**src/rtl/count_monitor_pkg.sv**
```systemverilog
// -----------------------------------------------------------------------------
// count_monitor_pkg
// Shared types for the count_monitor observer:
//   evt_type_t  - event classification written into the event FIFO
//   cm_state_t  - classifier FSM state (PRIME until the first sample, then TRACK)
//   evt_rec_t   - one FIFO record {type, value}
// CNT_W is the observed counter width the record is built for; the top-level
// WIDTH parameter defaults to it and must stay equal to it.
// -----------------------------------------------------------------------------
package count_monitor_pkg;

    localparam int unsigned CNT_W = 4;

    typedef enum logic [1:0] {
        EVT_NONE  = 2'b00,
        EVT_WRAP  = 2'b01,
        EVT_JUMP  = 2'b10,
        EVT_STALL = 2'b11
    } evt_type_t;

    typedef enum logic {
        ST_PRIME = 1'b0,
        ST_TRACK = 1'b1
    } cm_state_t;

    typedef struct packed {
        evt_type_t              etype;
        logic [CNT_W-1:0]       value;
    } evt_rec_t;

endpackage

```
**src/rtl/count_monitor_fifo.sv**
```systemverilog
// -----------------------------------------------------------------------------
// evt_fifo
// Synchronous first-word-fall-through FIFO. The head entry is visible on
// head_data whenever empty is low; pop consumes it.
// Ports:
//   clk, reset        single clock, synchronous active-high reset
//   push, push_data   write request; accepted when not full, or when full
//                     and a pop happens in the same cycle
//   pop               consume head; ignored when empty
//   head_data         current head entry (valid while !empty)
//   full, empty       occupancy flags
//   level             current number of stored entries (0..DEPTH)
// DEPTH must be a power of two >= 2 so the pointers wrap naturally.
// -----------------------------------------------------------------------------
module evt_fifo #(
    parameter int unsigned DATA_W = 8,
    parameter int unsigned DEPTH  = 4,
    localparam int unsigned AW    = $clog2(DEPTH),
    localparam int unsigned LVL_W = AW + 1
) (
    input  logic              clk,
    input  logic              reset,
    input  logic              push,
    input  logic [DATA_W-1:0] push_data,
    input  logic              pop,
    output logic [DATA_W-1:0] head_data,
    output logic              full,
    output logic              empty,
    output logic [LVL_W-1:0]  level
);

    logic [DATA_W-1:0] mem_q [DEPTH];

    logic [AW-1:0]    wr_ptr_q, wr_ptr_d;
    logic [AW-1:0]    rd_ptr_q, rd_ptr_d;
    logic [LVL_W-1:0] level_q,  level_d;
    logic             do_push;
    logic             do_pop;

    assign full      = (level_q == LVL_W'(DEPTH));
    assign empty     = (level_q == '0);
    assign level     = level_q;
    assign head_data = mem_q[rd_ptr_q];

    // A pop frees the slot the push needs, so a full FIFO still accepts
    // a push in a cycle where it is also being read.
    assign do_pop  = pop && !empty;
    assign do_push = push && (!full || do_pop);

    always_comb begin
        wr_ptr_d = wr_ptr_q;
        rd_ptr_d = rd_ptr_q;
        level_d  = level_q;
        if (do_push) begin
            wr_ptr_d = wr_ptr_q + AW'(1);
        end
        if (do_pop) begin
            rd_ptr_d = rd_ptr_q + AW'(1);
        end
        case ({do_push, do_pop})
            2'b10:   level_d = level_q + LVL_W'(1);
            2'b01:   level_d = level_q - LVL_W'(1);
            default: level_d = level_q;
        endcase
    end

    always_ff @(posedge clk) begin
        if (reset) begin
            wr_ptr_q <= '0;
            rd_ptr_q <= '0;
            level_q  <= '0;
        end else begin
            wr_ptr_q <= wr_ptr_d;
            rd_ptr_q <= rd_ptr_d;
            level_q  <= level_d;
        end
    end

    // Storage carries no reset; a write during reset is harmless because
    // the pointers and level are cleared on the same edge.
    always_ff @(posedge clk) begin
        if (do_push) begin
            mem_q[wr_ptr_q] <= push_data;
        end
    end

endmodule

```
**src/rtl/count_monitor.sv**
```systemverilog
// -----------------------------------------------------------------------------
// count_monitor
// Observes a free-running counter and classifies each strobed transition:
// +1 (silent), wrap from all-ones to zero (WRAP), repeated value (STALL once
// STALL_LIM identical samples are seen), anything else (JUMP). Events are
// registered for one cycle, then pushed into an FWFT event FIFO drained over
// a valid/ready handshake. A saturating wrap tally and a sticky overflow
// flag (event dropped on a full FIFO) are also kept.
// Ports:
//   clk, reset        single clock, synchronous active-high reset
//   count_in          observed counter value, sampled when count_valid=1
//   count_valid       sample strobe
//   evt_valid         FIFO head holds an event
//   evt_ready         consumer takes the head this cycle
//   evt_type          01 WRAP, 10 JUMP, 11 STALL (00 when no event)
//   evt_value         count_in at the sample that raised the event
//   wrap_count        saturating number of WRAP events detected
//   overflow          sticky: an event was dropped because the FIFO was full
//   fifo_level        current FIFO occupancy
// -----------------------------------------------------------------------------
module count_monitor
    import count_monitor_pkg::*;
#(
    parameter int unsigned WIDTH      = CNT_W,
    parameter int unsigned WRAP_W     = 8,
    parameter int unsigned STALL_LIM  = 8,
    parameter int unsigned FIFO_DEPTH = 4,
    localparam int unsigned LVL_W     = $clog2(FIFO_DEPTH) + 1
) (
    input  logic              clk,
    input  logic              reset,
    input  logic [WIDTH-1:0]  count_in,
    input  logic              count_valid,
    output logic              evt_valid,
    input  logic              evt_ready,
    output logic [1:0]        evt_type,
    output logic [WIDTH-1:0]  evt_value,
    output logic [WRAP_W-1:0] wrap_count,
    output logic              overflow,
    output logic [LVL_W-1:0]  fifo_level
);

    // Stall run counts repeats (not samples) and saturates at STALL_LIM, so
    // it needs enough bits to hold STALL_LIM itself.
    localparam int unsigned RUN_W = $clog2(STALL_LIM + 1);
    localparam logic [RUN_W-1:0] RUN_SAT  = RUN_W'(STALL_LIM);
    localparam logic [RUN_W-1:0] RUN_FIRE = RUN_W'(STALL_LIM - 2);
    localparam logic [WIDTH-1:0] ALL_ONES = '1;

    cm_state_t         state_q, state_d;
    logic [WIDTH-1:0]  prev_q, prev_d;
    logic [RUN_W-1:0]  run_q, run_d;
    logic              pend_valid_q, pend_valid_d;
    evt_rec_t          pend_rec_q, pend_rec_d;
    logic [WRAP_W-1:0] wrap_q, wrap_d;
    logic              overflow_q, overflow_d;

    logic [WIDTH-1:0]  prev_inc;
    logic [$bits(evt_rec_t)-1:0] head_bits;
    evt_rec_t          head_rec;
    logic              fifo_full;
    logic              fifo_empty;
    logic              evt_pop;

    assign prev_inc = prev_q + WIDTH'(1);

    // ---------------------------------------------------------------------
    // Classifier: decides the event for this sample and latches it into the
    // pending register; the push happens one edge later.
    // ---------------------------------------------------------------------
    always_comb begin
        state_d      = state_q;
        prev_d       = prev_q;
        run_d        = run_q;
        pend_valid_d = 1'b0;
        pend_rec_d   = '{etype: EVT_NONE, value: count_in};

        if (count_valid) begin
            prev_d = count_in;
            if (state_q == ST_PRIME) begin
                state_d = ST_TRACK;
            end else if (prev_q == ALL_ONES && count_in == '0) begin
                // Checked before the +1 test: all-ones +1 also equals zero.
                pend_valid_d     = 1'b1;
                pend_rec_d.etype = EVT_WRAP;
                run_d            = '0;
            end else if (count_in == prev_inc) begin
                run_d = '0;
            end else if (count_in == prev_q) begin
                if (run_q != RUN_SAT) begin
                    run_d = run_q + RUN_W'(1);
                end
                // Fires only on the step to STALL_LIM-1 repeats; the run
                // keeps climbing past it, so it cannot fire again.
                if (run_q == RUN_FIRE) begin
                    pend_valid_d     = 1'b1;
                    pend_rec_d.etype = EVT_STALL;
                end
            end else begin
                pend_valid_d     = 1'b1;
                pend_rec_d.etype = EVT_JUMP;
                run_d            = '0;
            end
        end
    end

    // ---------------------------------------------------------------------
    // Push-side bookkeeping: tally and overflow move with the push edge.
    // ---------------------------------------------------------------------
    assign evt_pop = evt_valid && evt_ready;

    always_comb begin
        wrap_d     = wrap_q;
        overflow_d = overflow_q;
        if (pend_valid_q && pend_rec_q.etype == EVT_WRAP && wrap_q != '1) begin
            wrap_d = wrap_q + WRAP_W'(1);
        end
        if (pend_valid_q && fifo_full && !evt_pop) begin
            overflow_d = 1'b1;
        end
    end

    always_ff @(posedge clk) begin
        if (reset) begin
            state_q      <= ST_PRIME;
            prev_q       <= '0;
            run_q        <= '0;
            pend_valid_q <= 1'b0;
            pend_rec_q   <= '{etype: EVT_NONE, value: '0};
            wrap_q       <= '0;
            overflow_q   <= 1'b0;
        end else begin
            state_q      <= state_d;
            prev_q       <= prev_d;
            run_q        <= run_d;
            pend_valid_q <= pend_valid_d;
            pend_rec_q   <= pend_rec_d;
            wrap_q       <= wrap_d;
            overflow_q   <= overflow_d;
        end
    end

    evt_fifo #(
        .DATA_W ($bits(evt_rec_t)),
        .DEPTH  (FIFO_DEPTH)
    ) u_evt_fifo (
        .clk       (clk),
        .reset     (reset),
        .push      (pend_valid_q),
        .push_data (pend_rec_q),
        .pop       (evt_pop),
        .head_data (head_bits),
        .full      (fifo_full),
        .empty     (fifo_empty),
        .level     (fifo_level)
    );

    assign head_rec = head_bits;

    // Head is gated so type/value read as zero whenever the FIFO is empty,
    // which also gives clean zeros straight after reset.
    assign evt_valid  = !fifo_empty;
    assign evt_type   = fifo_empty ? 2'b00 : head_rec.etype;
    assign evt_value  = fifo_empty ? '0    : head_rec.value;
    assign wrap_count = wrap_q;
    assign overflow   = overflow_q;

endmodule

```
**config.mk**
```make
export PLATFORM = sky130hd
export DESIGN_NAME = count_monitor
export DESIGN_NICKNAME = d
export VERILOG_FILES = /design/src/rtl/count_monitor_pkg.sv /design/src/rtl/count_monitor_fifo.sv /design/src/rtl/count_monitor.sv
export SDC_FILE = /design/constraint.sdc
export NUM_CORES = 1
export LEC_CHECK = 0
export CELL_PAD_IN_SITES_DETAIL_PLACEMENT = 1
export CELL_PAD_IN_SITES_GLOBAL_PLACEMENT = 1
export CORE_ASPECT_RATIO = 1.2
export CORE_MARGIN = 2
export CORE_UTILIZATION = 45
export DETAILED_ROUTE_END_ITERATION = 12
export GPL_TIMING_DRIVEN = 0
export HOLD_SLACK_MARGIN = 0.08
export PLACE_DENSITY = 0.85
export REMOVE_ABC_BUFFERS = 1
export SETUP_SLACK_MARGIN = 0.5
export SYNTH_ARGS = -nofsm -noshare
export SYNTH_HDL_FRONTEND = slang
export SYNTH_SLANG_ARGS = --single-unit
```
**constraint.sdc**
```tcl
create_clock -name clk -period 2.73 [get_ports clk]
set_input_delay 0.273 -clock clk [delete_from_list [all_inputs] [get_ports clk]]
set_output_delay 0.273 -clock clk [all_outputs]
set_load 0.005 [all_outputs]
```
==> results of run 1 <==
==> what timing repair did <==
action	CTS	global route
resized for setup	2	9
setup endpoints to repair	8	8
buffers inserted	0	1
pin swaps	0	1
==> logic make-up (layout without fill, tap and decap cells) <==
family | after synthesis | after routing | share of synthesized area
AND/OR/NAND/NOR | 82 | 82 | 0.180
flip-flops | 58 | 58 | 0.549
AO/OA/AOI/OAI | 17 | 17 | 0.0436
XOR/XNOR | 17 | 17 | 0.0637
buffers and inverters | 17 | 52 | 0.0260
multiplexers | 13 | 13 | 0.0804
adder cells (fa/ha/maj) | 11 | 11 | 0.0569
==> path summary, 6_finish.rpt <==
check,startpoint,to,slack (ps),cells after the start
worst max-delay path,u_evt_fifo.level[2]$_SDFFE_PP0P_,u_evt_fifo.level[2]$_SDFFE_PP0P_,600,9
worst min-delay path,evt_ready,u_evt_fifo.rd_ptr_q[1]$_SDFFE_PP0N_,450,4
worst max register to register,u_evt_fifo.level[2]$_SDFFE_PP0P_,u_evt_fifo.level[2]$_SDFFE_PP0P_,600,9
worst min register to register,state_q$_SDFFE_PP0P_,state_q$_SDFFE_PP0P_,470,2
==> worst max-delay path, cell delays in order (launching register included) <==
cell and delay, ps:
dfxtp_1 390, nor4b_4 310, nor2b_4 70, inv_1 60
ha_2 180, inv_1 50, fa_1 360, xor2_1 160
or3_1 300, a21oi_1 130
==> through the flow <==
stage | setup TNS (ps) | utilization | total power, W | setup slack, ps | hold slack, ps
global route | 0 | 0.557 | 0.00202 | 485 | 456
detailed placement | -85.5 | 0.515 | 0.00118 | -85.5 | 461
floorplan | 0 | - | 0.00108 | 582 | 342
finish | 0 | 0.557 | 0.00193 | 602 | 445
global placement | 0 | 0.515 | 0.00117 | 7.07 | 448
CTS | 0 | 0.550 | 0.00194 | 407 | 477
==> flip-flops by register name, summed over array words and instances, names as in the netlist, named ones only <==
register and cells:
u_evt_fifo.rd_ptr_q 2, run_q 4, state_q 1, pend_valid_q 1, prev_q 4, pend_rec_q 6
u_evt_fifo.mem_q 24, overflow 1, u_evt_fifo.wr_ptr_q 2, u_evt_fifo.level 3, wrap_count 8
==> power by group through the flow <==
stage | Clock (W) | Combinational, W | Sequential, W
6_report | 0.000752 | 0.000213 | 0.000960
4_1_cts | 0.000770 | 0.000209 | 0.000957
3_3_place_gp | 0 | 0.000197 | 0.000972
3_5_place_dp | 0 | 0.000206 | 0.000975
5_1_grt | 0.000815 | 0.000236 | 0.000966
2_1_floorplan | 0 | 0.000115 | 0.000967
==> cells in the mapped netlist, drive strengths merged <==
cell type,count
nor3,2
ha,10
buf,2
mux2i,7
or3,2
nor4b,3
and2,11
nand2,11
inv,9
nor4bb,1
and3b,2
o2bb2ai,1
nand4b,1
fa,1
nor4,3
a211oi,2
nand4,3
a31oi,3
a21oi,5
dfxtp,34
and4,1
nor3b,1
nor2b,6
and3,1
nand3b,2
clkbuf,6
o21ai,3
o211ai,2
nor2,23
xor2,10
nand3,9
a31o,1
mux4,6
xnor2,6
xnor3,1
edfxtp,24
==> layer usage <==
| metal | vias to the layer above | share of wire |
|---|---|---|
| met5 | - | 0 |
| met4 | 0 | 0.013 |
| met3 | 5 | 0.015 |
| met2 | 22 | 0.55 |
| met1 | 804 | 0.42 |
| li1 | 826 | - |
==> layout by cell type, fill, tap and decap left out, types with 2 or more instances in the layout <==
cell	count
edfxtp_1	24
nand3_1	9
ha_1	9
nor2b_1	5
and2_1	11
a21oi_1	5
a31oi_1	3
nand3b_1	2
nand2_1	11
dfxtp_1	31
and3b_1	2
dfxtp_2	2
nand4_1	3
clkdlybuf4s50_1	25
o21ai_0	3
clkbuf_1	3
xnor2_1	6
nor2_1	23
mux2i_1	7
o211ai_1	2
clkbuf_8	10
nor4b_1	2
nor3_1	2
mux4_2	6
inv_1	9
xor2_1	10
==> layout make-up <==
| class | instances | area, um^2 | area share |
|---|---|---|---|
| clock buffer | 13 | 149 | 0.0481 |
| clock inverter | 3 | 38.8 | 0.0125 |
| inverter | 9 | 33.8 | 0.0109 |
| multi-input combinational | 140 | 1110 | 0.360 |
| sequential | 58 | 1410 | 0.455 |
| tap | 64 | 80.1 | 0.0259 |
| timing repair buffer | 27 | 270 | 0.0873 |
==> results.tsv, run 1 <==
metric	value	unit
maxCapViolCount	0	
drc	0	
netlist_top_cells_area	edfxtp_1 (28%), dfxtp_1 (27%), mux4_2 (5.3%)	
max_freq	470	MHz
finalMaxSlewViolations	0	
layout-drive-gt1-share	0.120	
fill_cells	593	
hold_violations	0	
nNetsFinal	264	
top_usage_layer	met2	
vdd_drop_max	280	uV
grt_pass1_wl	8.04	mm
grt_antenna_before_repair	0	
path_class	reg -> reg	
cellInternalPower	0.00149	W
power.share.sequential	0.499	
ctsHoldBuffers	0	
skew	8.01	ps
grt.total_usage	0.168	
root_buffer	clkbuf_8	
ys_warn_count	0	
dpl_cell_area	0.00286	mm^2
clkPwrFrac	0.390	
placement.io_buffers	26	
synth_area_leader_cell	edfxtp_1	
ant_nets	0	
clock_tree.buffer_depth	2	
fin_crit_sh	0.779	
htree_levels	3	
core-area	0.00556	mm^2
ys_ff_latch	58	
boundaryPins	27	
rsz0062_at_grt	true	
crit_arrival	2360	ps
hpwl	3.40	mm
power.switching	0.000434	W
core.rowCount	30	
fin_area	0.00309	mm^2
via_per_inst	5.28	
holdCritPathClass	in -> reg	
cp-end-kind	flip-flop	
grt-ovfl-total	0	
grtUsageMet2	0.298	
crit_fanout	5	
setup_viol	0	
p_comb_frac	0.111	
num_antenna_cells	0	
syn_area_per_cell	11.9	um^2
die_h	86.5	um
yosysSeqAreaShare	0.549	
die_x	72.8	um
p_leak	1.10	nW
synth_cell_types	39	
drt_iter0_markers	43	
met3_usage	0.0221	
wl_per_cell	15.2	um
cts_buffers	9	
cts_tree	built	
cts.sinks	58	
synthesis.instances	215	
clk_pin_slew	70	ps
initial_core_util	0.459	
layout.cells.non_filler	314	
grt_pass1_vias	1733	
place_inst	297	
grt_max_degree	34	
worst_skew_pair.late_latency	320	ps
vias	1657	
drt_wl_total	4.79	mm
syn_to_final_growth	21.2	%
synth_top_area_share	0.282	
sw_frac_of_total	0.225	
status	finished, final reports clean	
crit_required	2960	ps
gp_congestion	0.760	
power_density	622	mW/mm^2
drtPass1Iterations	4	
worst_slew_pin_slew	1230	ps
netlist_area	0.00255	mm^2
worstSetupStartpointType	flip-flop	
use_met1	0.186	
die_area	0.00629	mm^2
relSlewSlack	0.176	
final.min_clock_period	2130	ps
(Power assumes the default switching activity.)
==> run 2, diff against run 1 <==
CORE_UTILIZATION = 40   (was 45)
PLACE_DENSITY = 0.8   (was 0.85)
clock period = 1.77 ns   (was 2.73 ns; I/O delays follow)
==> run 2 against run 1 <==
  * The run now ends with negative setup slack left
  * Sequential share of layout area shrank 6.3 points
  * Global-route usage grew 2.3 points
  * Clock skew shrank 1.5 ps
  * Final area grew 21%
  * Largest cell class unchanged
==> results.tsv, run 2 (synthesized netlist as in run 1, its figures left out) <==
metric	value	unit	change
status	finished with violations		
violations	negative setup slack		
die_x	76.9	um	+5.7%
wl_per_cell	19.3	um	+27%
cts_buffers	9		unchanged
grt.total_usage	0.191		+0.0229
drtPass1Iterations	4		unchanged
p_leak	1.44	nW	+30%
final.min_clock_period	2050	ps	-80.1 ps
final_common_cell	buf_4		
crit_path_end	u_evt_fifo.level[2]$_SDFFE_PP0P_		
r2r-start	u_evt_fifo.level[0]$_SDFFE_PP0P_		
dpl_cell_area	0.00288	mm^2	+0.79%
fill_cells	617		+4.0%
grt_pass1_wl	10.1	mm	+26%
power_density	863	mW/mm^2	+39%
path_class	reg -> reg		
grt_max_degree	34		unchanged
worst_skew_pair.late_latency	340	ps	+20 ps
layout_common_cells	buf_4 (28), edfxtp_1 (24), nor2_1 (23), buf_6 (17), dfxtp_4 (14)		
skew	6.52	ps	-1.49 ps
via_per_inst	5.14		-2.7%
vias	1911		+15%
hold_violations	0		unchanged
worstSetupStartpointType	flip-flop		
die_h	91.5	um	+5.8%
largest_reg_flops	24		unchanged
core-area	0.00609	mm^2	+9.6%
grt_pass1_vias	1987		+15%
die_area	0.00704	mm^2	+12%
holdCritPathClass	in -> reg		
worst_slew_pin_slew	751	ps	-481 ps
setup_tns	-880	ps	-880 ps
num_antenna_cells	0		unchanged
fin_crit_sh	1.16		+0.377
drc	0		unchanged
grt_antenna_before_repair	0		unchanged
drt_iter0_markers	70		+63%
dp_slack	-921	ps	-836 ps
htree_levels	3		unchanged
wl_met3	155	um	+110%
drt_wl_total	7.19	mm	+50%
crit_arrival	2300	ps	-60 ps
rrSetupSlack	-280	ps	-880 ps
r2r-end	u_evt_fifo.level[2]$_SDFFE_PP0P_		
root_buffer	clkbuf_8		
ant_nets	0		unchanged
finalMaxSlewViolations	0		unchanged
placement.io_buffers	26		unchanged
cp-end-kind	flip-flop		
cts_tree	built		
fin_ws	-278	ps	-880 ps
rr_worst_depth	9		unchanged
clock_tree.buffer_depth	2		unchanged
hpwl	3.45	mm	+1.4%
setup_viol	7		+7
syn_to_final_growth	46.3	%	
relSlewSlack	0.499		+0.324
ctsHoldBuffers	0		unchanged
crit_required	2020	ps	-940 ps
boundaryPins	27		unchanged
vdd_drop_max	407	uV	+45%
regMostFlops	u_evt_fifo.mem_q		
layout-drive-gt1-share	0.493		+0.373
fin_area	0.00373	mm^2	+21%
maxCapViolCount	0		unchanged
cts.sinks	58		unchanged
nNetsFinal	304		+15%
rsz0062_at_grt	true		
clk_pin_slew	70	ps	about the same
worstSetupStartpoint	u_evt_fifo.level[0]$_SDFFE_PP0P_		
grt-ovfl-total	0		unchanged
gp_congestion	0.735		-3.2%
crit_fanout	3		-2
max_freq	488	MHz	+3.9%
wl_met1	2.87	mm	+42%
routed.top_layer	met4		
layout.cells.non_filler	372		+18%
core.rowCount	31		+3.3%
initial_core_util	0.419		-0.0403
place_inst	315		+6.1%
dr_wl_met2	4.02	mm	+53%
## run 2: changes by cell type in the layout (fill, tap and decap cells not counted), moves of 10 or more
| cell | change |
|---|---|
| buf_6 | +17 |
| dfxtp_1 | -18 |
| buf_4 | +27 |
| dfxtp_4 | +13 |
| clkdlybuf4s50_1 | -24 |
| and2_4 | +10 |
| dlygate4sd2_1 | +11 |
| and2_1 | -10 |
## run 2: how the worst min path moves through the flow
stage,startpoint,to,slack [ps],cells after the start
global placement,state_q$_SDFFE_PP0P_,state_q$_SDFFE_PP0P_,450,2
floorplan,reset,run_q[2]$_SDFFE_PP0P_,250,1
CTS,count_in[2],pend_rec_q[2]$_SDFF_PP0_,340,2
finish,count_in[0],pend_rec_q[0]$_SDFF_PP0_,280,2
global route,count_in[0],pend_rec_q[0]$_SDFF_PP0_,270,2
detailed placement,state_q$_SDFFE_PP0P_,state_q$_SDFFE_PP0P_,460,2
## run 2: final cells by class
type                            instances  area [um^2]  area share
Sequential cell                        58         1460       0.392
Multi-Input combinational cell        140         1360       0.364
Timing Repair Buffer                   67          586       0.157
Clock buffer                           12          165      0.0442
Tap cell                               82          103      0.0275
Inverter                                9         33.8     0.00905
Clock inverter                          4         23.8     0.00637
## run 2: metrics by stage
step,utilization,hold slack [ps],power [W]
global placement,0.473,449,0.00180
detailed placement,0.473,462,0.00182
global route,0.613,269,0.00334
floorplan,-,246,0.00167
CTS,0.583,336,0.00310
finish,0.613,280,0.00322
## run 2: where the power goes
| part | leakage, nW | switching (W) | internal (W) |
|---|---|---|---|
| clock | 0.0987 | 0.000554 | 0.000618 |
| sequential | 0.523 | 0.0000492 | 0.00142 |
| combinational | 0.816 | 0.000244 | 0.000340 |
| total | 1.44 | 0.000847 | 0.00238 |
## run 2: repair_timing
action / in CTS / in global routing
setup endpoints to repair: 77 / 67
buffers inserted: 30 / 11
resized for setup: 134 / 34
pin swaps: 36 / 13
## run 2: worst max-delay path, stage by stage (launching register included)
cell and delay (ps):
dfxtp_4 360, nor4b_4 330, nor2b_4 80, inv_2 80
ha_4 140, inv_2 40, fa_2 330, xor2_1 160
or3_1 310, a21oi_1 140
## run 2: layer usage
metal / vias to the layer above / track usage
met1: 965 / 0.194
met5: - / 0
met4: 0 / 0.0682
li1: 901 / -
met2: 31 / 0.368
met3: 14 / 0.0507
